**src/rtl/bmp_frame_arbiter_if.sv**
```systemverilog
// Bundle of the two slave beat ports, the shared downstream port and the
// frame status outputs of the BMP frame arbiter.
interface bmp_frame_arbiter_if #(
  parameter int DATA_BUS_SIZE = 32
);
  logic [1:0]               slv0_mode;
  logic                     slv0_data_valid;
  logic [DATA_BUS_SIZE-1:0] slv0_data;
  logic                     slv0_ready;
  logic [1:0]               slv1_mode;
  logic                     slv1_data_valid;
  logic [DATA_BUS_SIZE-1:0] slv1_data;
  logic                     slv1_ready;
  logic                     out_ready;
  logic [DATA_BUS_SIZE-1:0] out_data;
  logic                     out_valid;
  logic [1:0]               out_mode;
  logic                     out_hdr;
  logic                     out_sof;
  logic                     out_eof;
  logic [5:0]               out_last_bytes;
  logic [31:0]              file_size;
  logic [1:0]               grant;
  logic                     done;
  logic                     err_size;

  modport slave (
    input  slv0_mode, slv0_data_valid, slv0_data,
    input  slv1_mode, slv1_data_valid, slv1_data,
    input  out_ready,
    output slv0_ready, slv1_ready,
    output out_data, out_valid, out_mode, out_hdr, out_sof, out_eof, out_last_bytes,
    output file_size, grant, done, err_size
  );

  modport master (
    output slv0_mode, slv0_data_valid, slv0_data,
    output slv1_mode, slv1_data_valid, slv1_data,
    output out_ready,
    input  slv0_ready, slv1_ready,
    input  out_data, out_valid, out_mode, out_hdr, out_sof, out_eof, out_last_bytes,
    input  file_size, grant, done, err_size
  );
endinterface

```
**src/rtl/bmp_frame_arbiter.sv**
```systemverilog
// Frame-locked round-robin arbiter: grants one slave for a whole BMP file,
// parses file_size from the header and idles DEAD_TIME cycles between files.
module bmp_frame_arbiter #(
  parameter int DATA_BUS_SIZE = 32,
  parameter int HEADER_BYTES  = 56,
  parameter int DEAD_TIME     = 3
) (
  input logic               clk,
  input logic               rst,
  bmp_frame_arbiter_if.slave bus
);
  localparam int          BYTES      = DATA_BUS_SIZE / 8;
  localparam logic [32:0] BYTES_W    = 33'(BYTES);
  localparam logic [31:0] HDR_W      = 32'(HEADER_BYTES);
  localparam logic [31:0] DRAIN_LAST = 32'(DEAD_TIME - 1);
  localparam logic [1:0]  GRANT_NONE = 2'b10;

  typedef enum logic [1:0] {S_IDLE, S_HEADER, S_PAYLOAD, S_DRAIN} state_t;

  state_t      r_state;
  logic [1:0]  r_grant;
  logic [1:0]  r_mode;
  logic        r_prio;
  logic [31:0] r_byte_cnt;
  logic [31:0] r_file_size;
  logic [31:0] r_eff_size;
  logic [31:0] r_drain_cnt;
  logic        r_err_size;
  logic        r_done;

  logic                     w_active;
  logic                     w_in_valid;
  logic [DATA_BUS_SIZE-1:0] w_in_data;
  logic                     w_beat;
  logic                     w_xfer;
  logic [32:0]              w_cnt_next;
  logic                     w_last_hdr;
  logic [31:0]              w_fs_next;
  logic [31:0]              w_eff_hdr;
  logic [31:0]              w_eff_cur;
  logic                     w_eof;
  logic                     w_elig0;
  logic                     w_elig1;
  logic                     w_winner;

  assign w_active = (r_state == S_HEADER) || (r_state == S_PAYLOAD);

  // NOTE: every always_comb output gets a default first so no latch is inferred.
  always_comb begin
    w_in_valid = 1'b0;
    w_in_data  = '0;
    case (r_grant)
      2'b00: begin
        w_in_valid = bus.slv0_data_valid;
        w_in_data  = bus.slv0_data;
      end
      2'b01: begin
        w_in_valid = bus.slv1_data_valid;
        w_in_data  = bus.slv1_data;
      end
      default: ;
    endcase
  end

  assign w_beat     = w_in_valid & w_active;
  assign w_xfer     = w_beat & bus.out_ready;
  assign w_cnt_next = {1'b0, r_byte_cnt} + BYTES_W;
  assign w_last_hdr = (r_state == S_HEADER) && (w_cnt_next == {1'b0, HDR_W});

  // Merge header bytes 2..5 of the current beat so the size is usable on the last header beat.
  always_comb begin
    w_fs_next = r_file_size;
    for (int i = 0; i < BYTES; i++) begin
      if ((r_byte_cnt + 32'(i)) inside {[32'd2:32'd5]})
        w_fs_next[{r_byte_cnt[1:0] + 2'(i) - 2'd2, 3'b000} +: 8] = w_in_data[8*i +: 8];
    end
  end

  assign w_eff_hdr = (w_fs_next < HDR_W) ? HDR_W : w_fs_next;
  assign w_eff_cur = (r_state == S_HEADER) ? w_eff_hdr : r_eff_size;

  always_comb begin
    w_eof = 1'b0;
    if (w_beat) begin
      if (r_state == S_HEADER) w_eof = w_last_hdr && (w_eff_hdr == HDR_W);
      else                     w_eof = (w_cnt_next >= {1'b0, r_eff_size});
    end
  end

  assign w_elig0  = bus.slv0_data_valid & (bus.slv0_mode[1] ^ bus.slv0_mode[0]);
  assign w_elig1  = bus.slv1_data_valid & (bus.slv1_mode[1] ^ bus.slv1_mode[0]);
  assign w_winner = (w_elig0 & w_elig1) ? r_prio : w_elig1;

  assign bus.slv0_ready     = (r_grant == 2'b00) & bus.out_ready & w_active;
  assign bus.slv1_ready     = (r_grant == 2'b01) & bus.out_ready & w_active;
  assign bus.out_data       = w_in_data;
  assign bus.out_valid      = w_beat;
  assign bus.out_mode       = r_mode;
  assign bus.out_hdr        = w_beat & (r_byte_cnt < HDR_W);
  assign bus.out_sof        = w_beat & (r_byte_cnt == 32'd0);
  assign bus.out_eof        = w_eof;
  assign bus.out_last_bytes = w_eof ? 6'(w_eff_cur - r_byte_cnt) : 6'd0;
  assign bus.file_size      = r_file_size;
  assign bus.grant          = r_grant;
  assign bus.done           = r_done;
  assign bus.err_size       = r_err_size;

  // NOTE: sequential state uses non-blocking assignments only, so every register samples pre-edge values.
  always_ff @(posedge clk) begin
    if (rst) begin
      r_state     <= S_IDLE;
      r_grant     <= GRANT_NONE;
      r_mode      <= 2'b00;
      r_prio      <= 1'b0;
      r_byte_cnt  <= '0;
      r_file_size <= '0;
      r_eff_size  <= '0;
      r_drain_cnt <= '0;
      r_err_size  <= 1'b0;
      r_done      <= 1'b0;
    end else begin
      case (r_state)
        S_IDLE: begin
          if (w_elig0 | w_elig1) begin
            r_grant     <= {1'b0, w_winner};
            r_mode      <= w_winner ? bus.slv1_mode : bus.slv0_mode;
            r_byte_cnt  <= '0;
            r_file_size <= '0;
            r_err_size  <= 1'b0;
            r_state     <= S_HEADER;
          end
        end
        S_HEADER: begin
          if (w_xfer) begin
            r_byte_cnt  <= w_cnt_next[31:0];
            r_file_size <= w_fs_next;
            if (w_last_hdr) begin
              r_eff_size <= w_eff_hdr;
              r_err_size <= (w_fs_next < HDR_W);
              if (w_eof) begin
                r_state     <= S_DRAIN;
                r_drain_cnt <= '0;
                r_done      <= (DEAD_TIME == 1);
              end else begin
                r_state <= S_PAYLOAD;
              end
            end
          end
        end
        S_PAYLOAD: begin
          if (w_xfer) begin
            r_byte_cnt <= w_cnt_next[31:0];
            if (w_eof) begin
              r_state     <= S_DRAIN;
              r_drain_cnt <= '0;
              r_done      <= (DEAD_TIME == 1);
            end
          end
        end
        S_DRAIN: begin
          // done is pre-computed one cycle ahead so it is high exactly on the last drain cycle.
          if (r_drain_cnt == DRAIN_LAST) begin
            r_done  <= 1'b0;
            r_grant <= GRANT_NONE;
            r_prio  <= ~r_grant[0];
            r_state <= S_IDLE;
          end else begin
            r_drain_cnt <= r_drain_cnt + 32'd1;
            r_done      <= ((r_drain_cnt + 32'd1) == DRAIN_LAST);
          end
        end
        default: r_state <= S_IDLE;
      endcase
    end
  end
endmodule

```
**src/flat_wrapper.sv**
```systemverilog
// flat-port wrapper written by rule: the top's interface ports become plain ports
module bmp_frame_arbiter_flat 
#(
  parameter int DATA_BUS_SIZE = 32,
  parameter int HEADER_BYTES  = 56,
  parameter int DEAD_TIME     = 3
)
  (clk, rst, bus_slv0_mode, bus_slv0_data_valid, bus_slv0_data, bus_slv1_mode, bus_slv1_data_valid, bus_slv1_data, bus_out_ready, bus_slv0_ready, bus_slv1_ready, bus_out_data, bus_out_valid, bus_out_mode, bus_out_hdr, bus_out_sof, bus_out_eof, bus_out_last_bytes, bus_file_size, bus_grant, bus_done, bus_err_size);
  bmp_frame_arbiter_if #(.DATA_BUS_SIZE(DATA_BUS_SIZE)) bus_i ();
  input logic clk;
  input logic rst;
  input wire logic [$bits(bus_i.slv0_mode)-1:0] bus_slv0_mode;
  input wire logic [$bits(bus_i.slv0_data_valid)-1:0] bus_slv0_data_valid;
  input wire logic [$bits(bus_i.slv0_data)-1:0] bus_slv0_data;
  input wire logic [$bits(bus_i.slv1_mode)-1:0] bus_slv1_mode;
  input wire logic [$bits(bus_i.slv1_data_valid)-1:0] bus_slv1_data_valid;
  input wire logic [$bits(bus_i.slv1_data)-1:0] bus_slv1_data;
  input wire logic [$bits(bus_i.out_ready)-1:0] bus_out_ready;
  output wire logic [$bits(bus_i.slv0_ready)-1:0] bus_slv0_ready;
  output wire logic [$bits(bus_i.slv1_ready)-1:0] bus_slv1_ready;
  output wire logic [$bits(bus_i.out_data)-1:0] bus_out_data;
  output wire logic [$bits(bus_i.out_valid)-1:0] bus_out_valid;
  output wire logic [$bits(bus_i.out_mode)-1:0] bus_out_mode;
  output wire logic [$bits(bus_i.out_hdr)-1:0] bus_out_hdr;
  output wire logic [$bits(bus_i.out_sof)-1:0] bus_out_sof;
  output wire logic [$bits(bus_i.out_eof)-1:0] bus_out_eof;
  output wire logic [$bits(bus_i.out_last_bytes)-1:0] bus_out_last_bytes;
  output wire logic [$bits(bus_i.file_size)-1:0] bus_file_size;
  output wire logic [$bits(bus_i.grant)-1:0] bus_grant;
  output wire logic [$bits(bus_i.done)-1:0] bus_done;
  output wire logic [$bits(bus_i.err_size)-1:0] bus_err_size;
  assign bus_i.slv0_mode = bus_slv0_mode;
  assign bus_i.slv0_data_valid = bus_slv0_data_valid;
  assign bus_i.slv0_data = bus_slv0_data;
  assign bus_i.slv1_mode = bus_slv1_mode;
  assign bus_i.slv1_data_valid = bus_slv1_data_valid;
  assign bus_i.slv1_data = bus_slv1_data;
  assign bus_i.out_ready = bus_out_ready;
  assign bus_slv0_ready = bus_i.slv0_ready;
  assign bus_slv1_ready = bus_i.slv1_ready;
  assign bus_out_data = bus_i.out_data;
  assign bus_out_valid = bus_i.out_valid;
  assign bus_out_mode = bus_i.out_mode;
  assign bus_out_hdr = bus_i.out_hdr;
  assign bus_out_sof = bus_i.out_sof;
  assign bus_out_eof = bus_i.out_eof;
  assign bus_out_last_bytes = bus_i.out_last_bytes;
  assign bus_file_size = bus_i.file_size;
  assign bus_grant = bus_i.grant;
  assign bus_done = bus_i.done;
  assign bus_err_size = bus_i.err_size;
  bmp_frame_arbiter #(.DATA_BUS_SIZE(DATA_BUS_SIZE), .HEADER_BYTES(HEADER_BYTES), .DEAD_TIME(DEAD_TIME)) u_core (.clk(clk), .rst(rst), .bus(bus_i));
endmodule
```
**config.mk**
```make
export PLATFORM = sky130hd
export DESIGN_NAME = bmp_frame_arbiter_flat
export DESIGN_NICKNAME = d
export VERILOG_FILES = /design/src/rtl/bmp_frame_arbiter_if.sv /design/src/rtl/bmp_frame_arbiter.sv /design/src/flat_wrapper.sv
export SDC_FILE = /design/constraint.sdc
export NUM_CORES = 1
export LEC_CHECK = 0
export ABC_AREA = 1
export CAP_MARGIN = 5
export CORE_UTILIZATION = 57
export CTS_BUF_LIST = sky130_fd_sc_hd__clkbuf_8
export DETAILED_ROUTE_END_ITERATION = 10
export GPL_ROUTABILITY_DRIVEN = 0
export GPL_TIMING_DRIVEN = 0
export PLACE_DENSITY = 0.84
export SYNTH_ARGS = -nofsm -noshare
export SYNTH_HDL_FRONTEND = slang
export SYNTH_SLANG_ARGS = --single-unit
export TNS_END_PERCENT = 10
```
**constraint.sdc**
```tcl
create_clock -name clk -period 4.6 [get_ports clk]
set_input_delay 0.69 -clock clk [delete_from_list [all_inputs] [get_ports clk]]
set_output_delay 0.69 -clock clk [all_outputs]
set_load 0.02 [all_outputs]
```
# == Yosys cells after proc, flatten, opt, wreduce, memory -nomap -nowiden ==
# Cells that the tools add are included.
# W data, S select, Z words.
# classes
eq_ne,16
n_reduce_logical,25
n_bitwise,15
n_addsub,17
shifts,8
n_mux,49
order_cmp,11
# op_table
op,n
$mux W32,13
$pmux W32 S2,3
$bwmux W32,4
$ge A32 B2 Y1 const B,4
$le A32 B3 Y1 const B,4
$shift A8 B7 Y32 const A,4
$shiftx A8 B7 Y32,4
$pmux W32 S3,1
$add A32 B1 Y32 const B,2
$add A32 B2 Y32 const B,2
$eq A32 B2 Y1 const B,2
$lt A32 B6 Y1 const B,2
$add A32 B3 Y33 const B,1
$eq A33 B6 Y1 const B,1
$ge A33 B32 Y1,1
$eq A32 B6 Y1 const B,1
$logic_not A32 Y1,1
$neg A5 Y7,4
$mux W2,9
$ne A2 B1 Y1 const B,7
$mux W1,12
$mux W6,2
$reduce_and A3 Y1,4
$and A1 B1 Y1,11
other kinds (24),42
# totals
ff_bits,137
in_bits,73
output_inout_bits,82
elab_cells,151

# == Logic depth before layout (Yosys ltp) ==
# logic_depth
ltp_word,21
mapped_depth,26
ltp_nobuf,24

# == Least setup slack after synthesis ==
# OpenSTA, ideal clock, no wires.
# synth_timing
path_kind,flip-flop to output port
from,register u_core.r_grant[1] (netlist: u_core.bus.grant[1])
to,output port bus_out_last_bytes[5]
path_buffers,1
stages_incl_launch_ff,23
setup_slack_ns,0.391
required_ns,3.910
t_arrival_ns,3.519
cell_sequence,dfxtp_1 inv_1 nand2_1 clkbuf_1 o22ai_1 nand3b_1 nand2_1 nand2_1 nor2_1 nand2_1 nor2_4 nand2_4 inv_1 nor2_1 o21ai_0 ha_1 inv_1 nor2_1 o21ai_0 nand2_1 xor2_1 or2_2 a21oi_1
# synth_between
word_cells_on_any_way,26
cone_classes,add/sub: 1; order compare: 1; eq/ne: 2; shift: 4; mux: 15; bitwise: 1; reduce/logical: 2
# synth_rtl
element,line_no,text
"start, declared",bmp_frame_arbiter.sv:21,logic [1:0] r_grant;
"start signal, assigned",bmp_frame_arbiter.sv:125,"r_grant <= {1'b0, w_winner};"
$eq A2 B1 Y1 / $logic_not A2 Y1 (equally long branches),bmp_frame_arbiter.sv:52,case (r_grant)
$pmux W32 S2 *,bmp_frame_arbiter.sv:52,
named net bus_out_data[27],flat_wrapper.sv:21,output wire logic [$bits(bus_i.out_data)-1:0] bus_out_data;
$shiftx A8 B7 Y32 *,bmp_frame_arbiter.sv:75,"w_fs_next[{r_byte_cnt[1:0] + 2'(i) - 2'd2, 3'b000} +: 8] = w_in_data[8*i +: 8];"
$bwmux W32 *,bmp_frame_arbiter.sv:75,
$mux W32 *,bmp_frame_arbiter.sv:74,if ((r_byte_cnt + 32'(i)) inside {[32'd2:32'd5]})
$lt A32 B6 Y1,bmp_frame_arbiter.sv:79,assign w_eff_hdr = (w_fs_next < HDR_W) ? HDR_W : w_fs_next;
$mux W32 *,bmp_frame_arbiter.sv:79,
$eq A32 B6 Y1,bmp_frame_arbiter.sv:85,if (r_state == S_HEADER) w_eof = w_last_hdr && (w_eff_hdr == HDR_W);
$logic_and A1 B1 Y1,bmp_frame_arbiter.sv:85,
$mux W1,bmp_frame_arbiter.sv:85,
$mux W1,bmp_frame_arbiter.sv:84,if (w_beat) begin
$mux W6 *,bmp_frame_arbiter.sv:102,assign bus.out_last_bytes = w_eof ? 6'(w_eff_cur - r_byte_cnt) : 6'd0;
"end, declared",flat_wrapper.sv:27,output wire logic [$bits(bus_i.out_last_bytes)-1:0] bus_out_last_bytes;
# The timed path passes the listed nets; every way through them passes the cells marked *.

# == Worst setup path in the final report ==
# layout_timing
from,register u_core.r_byte_cnt[2]
to,output port bus_out_last_bytes[5]
# layout_between
elab_chain_cells,16
word_cells_on_any_way,35
cone_classes,add/sub: 5; order compare: 10; eq/ne: 2; mux: 12; reduce/logical: 6
# layout_rtl
element,line_no,text
"start, declared",bmp_frame_arbiter.sv:24,logic [31:0] r_byte_cnt;
"start signal, assigned",bmp_frame_arbiter.sv:135,r_byte_cnt <= w_cnt_next[31:0];
"start signal, assigned",bmp_frame_arbiter.sv:152,r_byte_cnt <= w_cnt_next[31:0];
branches (longest 15 deep; another with $add A32 B1 Y32),--,
$mux W6 *,bmp_frame_arbiter.sv:102,
# Every way passes the cells marked *.

==> flow_summary.toml <==
[power]
total_leakage_power_nw = 5.73
powerDensity_nw_per_um2 = 417
ir_drop_mv = 0.396

[run]
cap_violations = 0

[cts]
postCtsHoldBufs = 0
insertion_delay_ns = 0.47
cts_buffers = 17
htreeDepth = 4
ctsLongestPathBuffers = 2
clk_pin_slew_ns = 0.08
tritoncts = "yes"
cts.sink_count = 135
cts-root-buf = "clkbuf_8"

[setup_path]
start_kind = "register"
worst-setup-path-type = "register to output pin"
worstPathCellList = "buf_6 > nand3_4 > inv_2 > nand3b_1 > nor2_2 > nand3_2 > xor2_1 > inv_1 > ha_4 > nand4_1 > nor4_4 > nand3_1 > o211ai_1 > nand2_1 > nand2_2 > nand2_4 > buf_6 > a21oi_4 > buf_6"
cp_slowest_cell = "dfxtp_4"
cp.required_ns = 3.91
rrSetupSlack_ns = 0.59
worst_ep_arrival_time_ns = 4.05
reg2reg_depth = 23
path_buf_inv = 5
cp_top_family = "simple AND/OR/NAND/NOR gates"
worstPathMaxFanout = 6
max_stage_delay_ns = 0.46
worst_setup_path_end_kind = "output pin"
worstReg2RegEnd = "u_core.r_drain_cnt[0]"
cpMostUsedCell = "buf_6"
worstReg2RegStart = "u_core.r_byte_cnt[2]"

[drt]
ant_nets = 0
drt-wirelength-per-cell_um = 17.0
via_per_inst = 5.76
drt_wl_total_um = 34900
vias = 11834
first_pass_iters = 6
drc = 0
drtIter0Drc = 1301

[yosys]
syn_area_um2 = 9920
syn_area_per_cell_um2 = 6.24
ys_top_cells_by_area = "dfxtp_1, nand2_1, inv_1"
ys.flop_type = "dfxtp_1"
synth_edf_count = 0
yosysSeqAreaShare_pct = 27.2
syn_inst = 1590
synth_fp_nets = 1712
synth_top_area_share_pct = 27.2
synth_seq_cells = 135
synthArstFlopShare_pct = 0
synth-warning-count = 0
ys_types = 45
synth_top_cell_by_area = "dfxtp_1"

[placed_design]
place_inst = 1964
io_buffers = 154
place_hpwl_um = 24600
pre_cts_slack_ns = -0.637

[global_route]
gr-total-overflow = 0
grt_pass1_vias = 10566
grt_pass1_wl_um = 52000
grtUsageTotal_pct = 36.4
grt_start_max_net_pins = 20
antenna_found_initial = 0

[timing]
setup-tns-final_ns = -0.501
relSlewSlack_pct = 43.1
fmax_ghz = 0.211
rsz0062_at_grt = "true"
setup_viol = 6
slew_viol_final = 0
min_period_ns = 4.74
tightestPinTransition_ns = 0.854
post-route-period-util_pct = 103
finalHoldViolations = 0
fin_ws_ns = -0.142
skew_ns = 0.0147

[floorplan]
rows = 47
dieWidth_um = 134
die_area_um2 = 17900
start_util_pct = 59.2
die_h_um = 134
core_um2 = 16800
ios = 155

[cells_and_area]
drive_gt1_share_pct = 16.7
layoutNonFillerInstCount = 2054
antennaDiodeCount = 0
final_nets = 1945
area_growth_pct = 33.7

[hold_path]
holdPathStages = 2
min-delay-path-class = "register to register"
hold_end = "u_core.r_drain_cnt[12]"
hold_path_startpoint = "u_core.r_drain_cnt[12]"

[run_status]
failed_checks = "negative setup slack"
status = "complete, but fails checks"
==> worst max-delay path by stage <==
stage / start / end / slack (ns) / cells past startpoint
4_1_cts: u_core.r_byte_cnt[25] / bus_out_last_bytes[5] / -0.03 / 24
3_3_place_gp: u_core.bus.grant[0] / bus_out_last_bytes[5] / -0.48 / 22
2_1_floorplan: u_core.bus.grant[1] / bus_out_last_bytes[5] / 0.39 / 22
5_1_grt: u_core.r_byte_cnt[2] / bus_out_last_bytes[5] / -0.27 / 19
6_report: u_core.r_byte_cnt[2] / bus_out_last_bytes[5] / -0.14 / 19
3_5_place_dp: u_core.bus.grant[0] / bus_out_last_bytes[5] / -0.64 / 23
==> metal layers <==
layer / global-route usage (%) / up-vias / routed length, um
met3: 7.60 / 136 / 3170
met5: 0 / - / 0
li1: - / 5558 / -
met1: 45.9 / 5424 / 13700
met2: 61.2 / 716 / 16800
met4: 13.1 / 0 / 1260
==> flip-flops by register name, indices dropped and copies added (netlist names) <==
register	count
u_core.bus.done	1
u_core.bus.err_size	1
u_core.bus.file_size	32
u_core.bus.grant	2
u_core.bus.out_mode	2
u_core.r_byte_cnt	30
u_core.r_drain_cnt	32
u_core.r_eff_size	32
u_core.r_prio	1
u_core.r_state	2
==> stage by stage <==
step	util (%)	total power, W	hold WS, ns	cell area (um^2)
floorplan	-	0.00306	0.435	9920
global placement	70.0	0.00388	0.454	11700
detailed placement	70.0	0.00394	0.467	11700
CTS	74.6	0.00505	0.478	12500
global route	79.1	0.00577	0.500	13300
finish	79.1	0.00553	0.483	13300
==> cells in the final DEF, fill, tap and decap left out, drive strengths merged, types with 32 or more instances in the layout <==
master / n
a21oi: 141
dfxtp: 135
nand3: 125
inv: 220
buf: 82
nor2: 162
nand2: 473
nor3: 32
o21ai: 53
xor2: 38
ha: 49
clkbuf: 58
clkdlybuf4s50: 147
==> kinds of logic (layout without fill, tap and decap cells) <==
logic type      count (synthesis)  in the layout  synth area share (%)
simple gates                  854            856                  38.9
xor+xnor                       43             43                  3.80
other cells                     2              2                0.0757
buf+inv                       274            516                  11.2
compound gates                233            233                  12.6
fa+ha+maj                      49             49                  6.18
flops                         135            135                  27.2
==> worst reg2reg max path: cells and delay by family, from the launching register on <==
| family | cells | cell delay, ns |
|---|---|---|
| simple gates | 12 | 1.73 |
| buf+inv | 7 | 0.83 |
| flops | 1 | 0.46 |
| fa+ha+maj | 1 | 0.28 |
| xor+xnor | 1 | 0.25 |
| compound gates | 2 | 0.38 |
==> power breakdown <==
group / total, W / switching [W] / internal (W)
Sequential: 0.00126 / 0.0000593 / 0.00120
Clock: 0.000884 / 0.000483 / 0.000401
Combinational: 0.00338 / 0.00212 / 0.00126
==> layout make-up <==
cell class | instances | area (um^2)
Fill cell | 1226 | 3500
Clock inverter | 10 | 58.8
Clock buffer | 20 | 275
Tap cell | 220 | 275
Buffer | 52 | 290
Multi-Input combinational cell | 1183 | 6690
Timing Repair Buffer | 215 | 2020
Sequential cell | 135 | 2800
Inverter | 219 | 852
==> synth_stat cells, types with 12 or more instances <==
library cell	instances
nand2_1	452
inv_1	210
a21oi_1	141
nor2_1	141
dfxtp_1	135
nand3_1	117
ha_1	49
o21ai_0	41
xor2_1	38
clkbuf_1	34
nor3_1	32
nand3b_1	15
nand4_1	14
o22ai_1	14
nor2_2	12
o21ai_1	12
==> timing repair <==
action,4_1_cts,5_1_grt
endpoints found under the setup margin,7,7
gates resized for setup,106,151
buffers inserted,27,32
pin swaps,35,59
gates cloned,1,3
No activity file was read; power rests on OpenSTA's default activity.
